File: src/rtl/irq_pkg.sv
// Shared definitions for the fixed-priority interrupt controller.
//   irq_state_t        : arbitration/service FSM states
//   MCAUSE_IRQ_BIT     : interrupt flag of the RISC-V mcause register
//   DEFAULT_CAUSE_BASE : mcause exception code reported for line 0
package irq_pkg;

  typedef enum logic [1:0] {
    IDLE  = 2'd0,
    ISSUE = 2'd1,
    BUSY  = 2'd2,
    DONE  = 2'd3
  } irq_state_t;

  localparam logic [31:0] MCAUSE_IRQ_BIT     = 32'h8000_0000;
  localparam int          DEFAULT_CAUSE_BASE = 16;

endpackage

File: src/rtl/irq_prio_encoder.sv
// Combinational lowest-set-bit priority encoder.
// Ports:
//   req_i    in  N_IRQ  candidate request vector
//   onehot_o out N_IRQ  one-hot of the lowest set bit (0 if none)
//   idx_o    out IDX_W  index of the lowest set bit (0 if none)
//   vld_o    out 1      at least one bit of req_i is set
module irq_prio_encoder #(
  parameter int N_IRQ = 32,
  parameter int IDX_W = (N_IRQ > 1) ? $clog2(N_IRQ) : 1
) (
  input  logic [N_IRQ-1:0] req_i,
  output logic [N_IRQ-1:0] onehot_o,
  output logic [IDX_W-1:0] idx_o,
  output logic             vld_o
);

  // Scan from the top down so the last hit, i.e. the lowest index, wins.
  always_comb begin
    onehot_o = '0;
    idx_o    = '0;
    vld_o    = 1'b0;
    for (int i = N_IRQ - 1; i >= 0; i--) begin
      if (req_i[i]) begin
        onehot_o    = '0;
        onehot_o[i] = 1'b1;
        idx_o       = IDX_W'(i);
        vld_o       = 1'b1;
      end
    end
  end

endmodule

File: src/rtl/irq_priority_ctrl.sv
// Fixed-priority interrupt controller in front of the RISC-V trap logic.
// Picks the lowest-index enabled pending request, issues a one-cycle trap
// request with its mcause, blocks further interrupts until mret, then sends
// a one-hot completion pulse back to the serviced source.
//
// Optional build macro IRQ_EDGE_DETECT_EN: when defined, requests are
// rising-edge detected into a pending register; otherwise they are level
// sensitive and no extra flops are built.
//
// Ports:
//   clk_i        in  1      system clock, rising edge
//   resetn_i     in  1      asynchronous active-low reset
//   int_req_i    in  N_IRQ  interrupt request lines (synchronous)
//   mie_i        in  N_IRQ  per-line enable mask
//   mie_global_i in  1      global interrupt enable (mstatus.MIE)
//   exception_i  in  1      synchronous exception, defers arbitration
//   irq_ret_i    in  1      mret executed, ends current service
//   irq_o        out 1      one-cycle trap request
//   irq_cause_o  out 32     mcause of the current or last grant
//   int_fin_o    out N_IRQ  one-hot one-cycle completion pulse
module irq_priority_ctrl
  import irq_pkg::*;
#(
  parameter int N_IRQ      = 32,
  parameter int CAUSE_BASE = DEFAULT_CAUSE_BASE
) (
  input  logic             clk_i,
  input  logic             resetn_i,
  input  logic [N_IRQ-1:0] int_req_i,
  input  logic [N_IRQ-1:0] mie_i,
  input  logic             mie_global_i,
  input  logic             exception_i,
  input  logic             irq_ret_i,
  output logic             irq_o,
  output logic [31:0]      irq_cause_o,
  output logic [N_IRQ-1:0] int_fin_o
);

  localparam int IDX_W = (N_IRQ > 1) ? $clog2(N_IRQ) : 1;

  irq_state_t       state_q, state_d;
  logic [N_IRQ-1:0] pend;
  logic [N_IRQ-1:0] eligible;
  logic [N_IRQ-1:0] win_onehot;
  logic [IDX_W-1:0] win_idx;
  logic             win_vld;
  logic [N_IRQ-1:0] grant_q;
  logic             arb_en;
  logic             irq_d;
  logic [N_IRQ-1:0] fin_d;
  logic [31:0]      cause_d;

`ifdef IRQ_EDGE_DETECT_EN
  logic [N_IRQ-1:0] req_q;
  logic [N_IRQ-1:0] pend_q;
  logic [N_IRQ-1:0] pend_clr;

  // Clear lands on the BUSY->DONE edge; OR-ing the new edge after the
  // clear lets a same-cycle rising edge win.
  assign pend_clr = (state_q == BUSY && irq_ret_i) ? grant_q : '0;

  always_ff @(posedge clk_i or negedge resetn_i) begin
    if (!resetn_i) begin
      req_q  <= '0;
      pend_q <= '0;
    end else begin
      req_q  <= int_req_i;
      pend_q <= (pend_q & ~pend_clr) | (int_req_i & ~req_q);
    end
  end

  assign pend = pend_q;
`else
  assign pend = int_req_i;
`endif

  assign eligible = pend & mie_i;

  irq_prio_encoder #(
    .N_IRQ (N_IRQ),
    .IDX_W (IDX_W)
  ) u_enc (
    .req_i    (eligible),
    .onehot_o (win_onehot),
    .idx_o    (win_idx),
    .vld_o    (win_vld)
  );

  // Arbitration happens only in IDLE; masks and exceptions never touch a
  // grant already taken.
  assign arb_en = (state_q == IDLE) && win_vld && mie_global_i && !exception_i;

  // State register plus registered outputs and grant/cause.
  always_ff @(posedge clk_i or negedge resetn_i) begin
    if (!resetn_i) begin
      state_q     <= IDLE;
      irq_o       <= 1'b0;
      int_fin_o   <= '0;
      grant_q     <= '0;
      irq_cause_o <= '0;
    end else begin
      state_q   <= state_d;
      irq_o     <= irq_d;
      int_fin_o <= fin_d;
      if (arb_en) begin
        grant_q     <= win_onehot;
        irq_cause_o <= cause_d;
      end else if (state_q == DONE) begin
        grant_q <= '0;
      end
    end
  end

  // Next-state logic.
  always_comb begin
    state_d = state_q;
    unique case (state_q)
      IDLE:    if (arb_en) state_d = ISSUE;
      ISSUE:   state_d = BUSY;
      BUSY:    if (irq_ret_i) state_d = DONE;
      DONE:    state_d = IDLE;
      default: state_d = IDLE;
    endcase
  end

  // Output logic: values loaded into the output flops at the next edge.
  // irq_o is high for the cycle following ISSUE; int_fin_o for the DONE cycle.
  always_comb begin
    irq_d   = (state_q == ISSUE);
    fin_d   = (state_q == BUSY && irq_ret_i) ? grant_q : '0;
    cause_d = MCAUSE_IRQ_BIT | (32'(CAUSE_BASE) + 32'(win_idx));
  end

endmodule

File: config.mk
export PLATFORM = sky130hd
export DESIGN_NAME = irq_priority_ctrl
export DESIGN_NICKNAME = d
export VERILOG_FILES = /design/src/rtl/irq_pkg.sv /design/src/rtl/irq_prio_encoder.sv /design/src/rtl/irq_priority_ctrl.sv
export SDC_FILE = /design/constraint.sdc
export NUM_CORES = 1
export LEC_CHECK = 0
export ABC_CLOCK_PERIOD_IN_PS = 2300
export CAP_MARGIN = 25
export CORE_ASPECT_RATIO = 1.75
export CORE_MARGIN = 10
export CORE_UTILIZATION = 45
export CTS_CLUSTER_DIAMETER = 100
export DETAILED_ROUTE_END_ITERATION = 12
export PLACE_DENSITY = 0.81
export SLEW_MARGIN = 25
export SYNTH_ARGS = -nofsm -noshare
export SYNTH_HDL_FRONTEND = slang
export SYNTH_SLANG_ARGS = --single-unit
File: constraint.sdc
create_clock -name clk_i -period 2.3 [get_ports clk_i]
set_input_delay 0.575 -clock clk_i [delete_from_list [all_inputs] [get_ports clk_i]]
set_output_delay 0.575 -clock clk_i [all_outputs]
set_load 0.01 [all_outputs]
==> results of run 1 <==
## where the power goes
part           switching, uW  internal (uW)
Combinational            639            688
Clock                    513            835
Sequential              67.0           1400
Total                   1220           2930
## sequential cells by signal, summed over array words and instances (netlist names)
signal,count
int_fin_o,32
irq_cause_o,7
irq_o,1
grant_q,32
state_q,2
## worst register-to-register path, cell delays in order, from the launching register on
cell and delay [ns]:
sky130_fd_sc_hd__dfrtp_1 0.42, sky130_fd_sc_hd__inv_1 0.12, sky130_fd_sc_hd__ha_2 0.25, sky130_fd_sc_hd__nand2_1 0.12, sky130_fd_sc_hd__or2_2 0.35, sky130_fd_sc_hd__a21o_2 0.28, sky130_fd_sc_hd__buf_12 0.18, sky130_fd_sc_hd__o41ai_1 0.36
## how the worst min path moves through the flow
stage	from	end	cells after the start
2_1_floorplan	resetn_i	grant_q[0]	0
3_3_place_gp	irq_cause_o[31]	irq_cause_o[31]	1
3_5_place_dp	irq_cause_o[31]	irq_cause_o[31]	1
4_1_cts	resetn_i	irq_cause_o[31]	2
5_1_grt	resetn_i	irq_cause_o[31]	2
6_report	resetn_i	irq_cause_o[31]	2
## through the flow
step           hold WS [ns]  cell area, um2  instances  total power (uW)  worst slack (ns)
2_1_floorplan         0.279            3840        386              2120          -0.00236
3_3_place_gp          0.462            5390        625              2650            -0.420
3_5_place_dp          0.465            5390        625              2700            -0.531
4_1_cts               0.277            5770        644              4100          0.000149
5_1_grt               0.292            5930        649              4320           -0.0758
6_report              0.241            5930        649              4150           -0.0232
## logic make-up after synthesis
kind of cell | synth area share, %
buffers and inverters | 8.26
AND/OR/NAND/NOR | 22.8
flip-flops | 49.7
adder cells (fa/ha/maj) | 1.68
AO/OA/AOI/OAI | 16.9
multiplexers | 0.671
other | 0.101
## timing repair
action | in CTS | in global routing
pin swaps | 3 | 11
resized for setup | 16 | 36
setup buffers | 2 | 3
cloned | 1 | 3
setup endpoints to repair | 36 | 38
## layout make-up
| type | instances | area share [%] |
|---|---|---|
| Timing Repair Buffer | 199 | 32.1 |
| Sequential cell | 74 | 31.2 |
| Clock inverter | 5 | 0.928 |
| Multi-Input combinational cell | 266 | 29.6 |
| Clock buffer | 11 | 3.92 |
| Tap cell | 90 | 1.90 |
| Inverter | 4 | 0.253 |
## cells in the final DEF (no fill, tap or decap), types with 5 or more instances in the layout
| cell | netlist | final |
|---|---|---|
| sky130_fd_sc_hd__o41ai_1 | 10 | 7 |
| sky130_fd_sc_hd__a21boi_0 | 5 | 5 |
| sky130_fd_sc_hd__o21ai_0 | 16 | 14 |
| sky130_fd_sc_hd__clkdlybuf4s50_1 | 0 | 75 |
| sky130_fd_sc_hd__conb_1 | 1 | 25 |
| sky130_fd_sc_hd__nand3b_1 | 27 | 27 |
| sky130_fd_sc_hd__dlygate4sd2_1 | 0 | 5 |
| sky130_fd_sc_hd__nand2_1 | 39 | 39 |
| sky130_fd_sc_hd__and2_1 | 6 | 6 |
| sky130_fd_sc_hd__buf_4 | 28 | 83 |
| sky130_fd_sc_hd__nand3_1 | 14 | 14 |
| sky130_fd_sc_hd__a22o_1 | 15 | 14 |
| sky130_fd_sc_hd__dfrtp_1 | 74 | 74 |
| sky130_fd_sc_hd__clkbuf_16 | 0 | 11 |
| sky130_fd_sc_hd__nor2_1 | 8 | 6 |
| sky130_fd_sc_hd__and3_1 | 33 | 33 |
| sky130_fd_sc_hd__a22oi_1 | 6 | 6 |
| sky130_fd_sc_hd__dlymetal6s2s_1 | 0 | 27 |
| sky130_fd_sc_hd__o31ai_1 | 12 | 12 |
## layer usage
layer | vias to the layer above | share of wire (%) | GRT usage, %
met3 | 23 | 6.1 | 3.83
met5 | - | 0 | 0
met4 | 0 | 2.1 | 7.87
li1 | 1676 | - | -
met1 | 1718 | 37 | 20.5
met2 | 158 | 54 | 32.8
==> run summary, run 1 <==
The root buffer cell chosen for the clock tree is sky130_fd_sc_hd__clkbuf_16. The cell type group with the largest total delay on the critical path is simple AND/OR/NAND/NOR gates. The most critical setup path has its startpoint at mie_i[20]. The share of the synthesized area in the top cell type is 49.7%, and the wire length reported by the detailed router is 12200 um.

Synthesis inferred 74 register bits. The clock passes through at most 2 buffers. The biggest cell delay along the critical path was 0.52 ns. Dividing total power by cell area gives a power density of 699 nW/um2. The number of buffers added on ports was 108. The final reports fail on setup timing. Setup repair after global routing could not meet its margin everywhere.

Entering global routing, the biggest net connects 75 pins. After floorplanning, the core was sized to cover 8020 um2. The run gives 9100 um as the HPWL after detailed placement. The final critical delay including setup and external delays came out at 2.32 ns. The signal on the critical path passes through clkdlybuf4s50_1 -> a22o_1 -> or4_4 -> nor2_4 -> a21o_2 -> clkbuf_16 -> nand3b_1 -> o31ai_1. The area used by sequential logic in the layout was 1850 um2; the area growth from synthesis to final layout was 59.1%.

Clock tree synthesis found a total of 74 sinks. The tools report the number of nets in the finished design as 628. The startpoint kind of the worst setup timing path is an input pin. The element type at the critical path end is a flop.

The chip height was 140 um; the smallest setup slack after layout was -0.0232 ns. The tools report the number of detailed-route iterations in the first pass as 5. For this run, the number of Yosys warnings is 0. The beginning of the worst register-to-register path was state_q[1]. By count the netlist is led by sky130_fd_sc_hd__dfrtp_1 (74), sky130_fd_sc_hd__nand2_1 (39), sky130_fd_sc_hd__and3_1 (33). For the max capacitance violation total, the log shows 0. The critical path ends at grant_q[9]. The congestion estimate from routability-driven global placement came to 0.930. Measured along the x axis, the die boundary spans 88.8 um.

The number of endpoints failing setup at the final stage came out at 5. The repair_antennas step left the layout with diodes totalling 0. The aggregate global routing overflow is 0, and the highest fanout seen on the critical path is 5. Together, buffers and inverters on the worst path number 2. After the first detailed-routing iteration, the DRC count stood at 278. The slack of the worst reg-to-reg path was 0.09 ns. The flow ran to the end, but the final reports show violations. Synthesis produced 362 cells. The cell area that synthesis handed to floorplanning was 3730 um2. The tools report the number of global-route vias before repair as 3638. The run gives 46.5% as the initial core utilization. For the worst setup path, the data required time is 2.52 ns.

For the pin with the worst max-slew slack, the measured transition is 0.638 ns. Counting the fill cells in the layout gives 538. The logs give 57.5% for the tightest slew margin relative to the limit and 0.00622 ns for the post-route clock skew.

The sequential-to-total area share from yosys stat is 49.7%, and the number of nets with antenna violations after routing is 0. Yosys mapped a number of flops with a built-in enable equal to 0. The I/O pin count is 134. The CTS H-tree depth is 3, and the clock edge transition at the registers on the reported setup and hold paths is 0.06 ns. The setup path with the least slack is of type input pin to flop.

Share of the clock period used by the worst path: 101%. Among all flip-flop cells after synthesis, the most frequent one is sky130_fd_sc_hd__dfrtp_1. Across every metal layer, demand over resource in global routing totals 18.6%. After synthesis, the cell types taking the most area are sky130_fd_sc_hd__dfrtp_1 (50%), sky130_fd_sc_hd__buf_4 (5.6%), sky130_fd_sc_hd__and3_1 (5.5%).

The analysis attributes to cell leakage a power of 0.00307 uW. The area taken by multi-input logic gates is 1760 um2. TritonCTS built the clock tree. The later-pin clock latency in the skew report is 0.34 ns.

The path class of the tightest hold or removal check is input pin to async pin. The cell type with the highest aggregate area in the netlist was sky130_fd_sc_hd__dfrtp_1. Detailed routing inserted a total of 3575 vias.

The logs give -0.0645 ns for the accumulated negative setup slack and 46 for the number of distinct standard cells referenced by the synthesized netlist. The tools report the number of placement rows as 43. Measured on the finished design, the core utilization comes to 74.0%. The share of flip-flops with an asynchronous set or reset after synthesis is 100%. In the post-synthesis netlist, the cell with the most instances is sky130_fd_sc_hd__dfrtp_1.

The final routed wire length divided by cell count was 18.8 um. The number of clock buffers added by TritonCTS is 9. For this run, design rule violations remaining after detail routing come to 0. The slowest stage of the critical path is the sky130_fd_sc_hd__or4_4 cell.

For the worst setup path, the data arrival time is 2.54 ns. The initial antenna violation count was 0. The number of hold-slack violations in the final timing report was 0. For the die outline area, the log shows 12500 um2. The layout cell share with drive strength beyond 1 was 22.9%; the per-cell via count in the routed design was 5.51.

The endpoint identified for the worst register-to-register timing path is grant_q[7]. Dividing the synthesized area by the synthesized cell count gives 10.3 um2. Buffers inserted to repair hold after CTS numbered 0. VDD sags by at most 0.445 mV.

The tools report the number of max-slew violations in the final report as 0. The first-pass GRT wire length was 18000 um; the cell depth of the worst flop-to-flop path was 7. The cell count along the critical path was 8.

Timing would allow up to 0.430 GHz.
Power figures use the tool's default switching activity.
==> run 2, diff against run 1 <==
- CORE_MARGIN: 10 -> 2
==> run 2 against run 1 <==
Net effect: the run now ends clean; largest cell class unchanged; utilization increased by 1.2 points; sequential power about the same; critical endpoint is now state_q[1]; clock skew decreased by 0.0024 ns; count of clock-buffer cells in the layout increased by 1; highest routed layer unchanged; largest power group unchanged.
==> run summary, run 2 (synthesis gave the netlist of run 1 again) <==
The flow ran to the end, and the final reports show no timing, DRC or antenna violations. The I/O pin count is 134, and the share of the clock period used by the worst path is 99.7%. Setup violations remaining at the end of the flow were counted as 0.

The arrival time of the worst setup path was 2.51 ns. The HPWL after detailed placement was 8220 um; the DRC marker count from the first detailed-route iteration was 404. The clock passes through at most 2 buffers. The top cell types in the final layout, fill and taps aside, are sky130_fd_sc_hd__buf_4 (86), sky130_fd_sc_hd__dfrtp_1 (74), sky130_fd_sc_hd__clkdlybuf4s50_1 (69).

Compared with the post-synthesis result, the final layout area differs by 60.7%. The clock edge transition at the registers on the reported setup and hold paths is 0.06 ns, and the highest fanout seen on the critical path is 5. The worst setup path is captured at a flop. TritonCTS created 9 clock buffers. Measured along the x axis, the die boundary spans 72.8 um.

The global placer's final weighted congestion was 0.932; the max capacitance violation total was 0. Cell internal power was estimated by the tool at 2970 uW. The leakage dissipation came out at 0.00313 uW. The reported net switching power was 1250 uW. The tools report the startpoint kind of the worst setup timing path as an input pin.

Entering global routing, the biggest net connects 75 pins. The run gives 3716 as the number of global-route vias before repair. Of the total power, combinational logic draws 31.8%.

The run gives 11800 um as the wire length reported by the detailed router. After global routing the overflow that remains totals 0. The clock sink count was 74; the required time at the endpoint of the critical path was 2.52 ns.

For this run, the total global-route usage over all layers was measured as 25.7%. The die covers 9060 um2. Clock root buffer master: sky130_fd_sc_hd__clkbuf_16. The critical path in this run is classified as input pin to flop.

The later-pin clock latency in the skew report is 0.33 ns, and the final critical delay including setup and external delays is 2.29 ns. For the number of max-slew violations in the final report, the log shows 0. In this run the number of H-tree levels came out at 3.

The run gives 0 as the initial antenna violation count. Net switching is 29.6% of the power. Sequential cells account for 35.1% of the total power. The maximum clock frequency is 0.436 GHz.

The first global-routing pass estimated 18100 um of wire. The number of buffers added on ports is 108. On the final layout, the worst clock skew is 0.00386 ns.

The total design power is 4220 uW, and the via total after detailed routing is 3728. TritonCTS built the clock tree. The largest registers in the layout are grant_q (32), int_fin_o (32), irq_cause_o (7). The final routed wire length divided by cell count is 18.1 um, and the chip height is 124 um. In this run the power density over the cells is 704 nW/um2.

In this run the worst hold path is classified as input pin to async pin. The core region is 7960 um2. VDD sags by at most 0.481 mV. The first TritonRoute pass finished after 4 iterations. The number of hold-slack violations in the final timing report came out at 0.

The logs give 43 for the number of placement rows and 46.8% for the initial core utilization. The run gives 0 as the number of nets with antenna violations after routing. The logs give 0 for the remaining routing DRC violations and 33.1% for the relative contribution of the clock network to total power. In the routed layout, each cell is associated on average with a via count of 5.73.

The number of nets in the finished design is 630, and the number of antenna diodes is 0. In the final timing run, aggregate negative setup slack is 0 ns. Leaving out fill and tap cells, the most frequent cell in the layout is sky130_fd_sc_hd__buf_4.

The post-route netlist has 23.2% of its cells at a drive strength greater than 1.
## run 2: layer usage
metal	wire, um	vias up	global-route usage, %	part of all wire [%]
met5	0	-	0	0
met4	417	0	10.3	3.5
met3	634	39	3.88	5.4
met2	6400	205	45.2	54
met1	4360	1808	30.2	37
li1	-	1676	-	-
## run 2: area by class of cell
cell class              instances  area (um2)
clock buffers                  12         246
clock inverters                 4        51.3
fillers                       533        1970
inverters                       4        15.0
multi-input cells             266        1760
flip-flops and latches         74        1850
well taps                      90         113
repair buffers                201        1950
## run 2: critical path, stage by stage
cell and delay (ns):
sky130_fd_sc_hd__clkdlybuf4s50_1 0.43, sky130_fd_sc_hd__a22o_1 0.24, sky130_fd_sc_hd__or4_4 0.47, sky130_fd_sc_hd__nor2b_4 0.20, sky130_fd_sc_hd__a21o_4 0.21, sky130_fd_sc_hd__a21oi_4 0.08, sky130_fd_sc_hd__mux2_4 0.30
## run 2: metrics by stage
| step | cell area, um2 | util (%) | setup slack (ns) | hold WS (ns) | cells |
|---|---|---|---|---|---|
| 5_1_grt | 5990 | 75.2 | -0.0385 | 0.295 | 651 |
| 3_3_place_gp | 5360 | 67.3 | -0.414 | 0.454 | 621 |
| 2_1_floorplan | 3840 | - | -0.00236 | 0.279 | 386 |
| 3_5_place_dp | 5360 | 67.3 | -0.518 | 0.455 | 621 |
| 4_1_cts | 5780 | 72.6 | 0.00199 | 0.276 | 644 |
| 6_report | 5990 | 75.2 | 0.00756 | 0.244 | 651 |
## run 2: final timing paths
kind	from	slack, ns	to	depth (start not counted)
setup / recovery	int_req_i[5]	0.008	state_q[1]	7
hold / removal	resetn_i	0.24	irq_cause_o[31]	2
setup reg to reg	state_q[0]	0.17	grant_q[7]	7
hold reg to reg	irq_cause_o[31]	0.47	irq_cause_o[31]	1
max in group asynchronous	resetn_i	1.72	grant_q[30]	2
min in group clk_i	irq_cause_o[31]	0.47	irq_cause_o[31]	1
## run 2: power groups by stage
stage,Clock [uW],Combinational [uW],Sequential (uW)
floorplan,0,609,1510
global placement,0,1150,1490
detailed placement,0,1190,1500
CTS,1410,1260,1480
global route,1460,1450,1490
finish,1400,1340,1480
## run 2: repair_timing
action,in CTS,in global routing
pin swaps,4,16
cloned,1,4
hold buffers,0,0
setup endpoints to repair,36,38
setup buffers,6,4
gates resized for setup,16,43
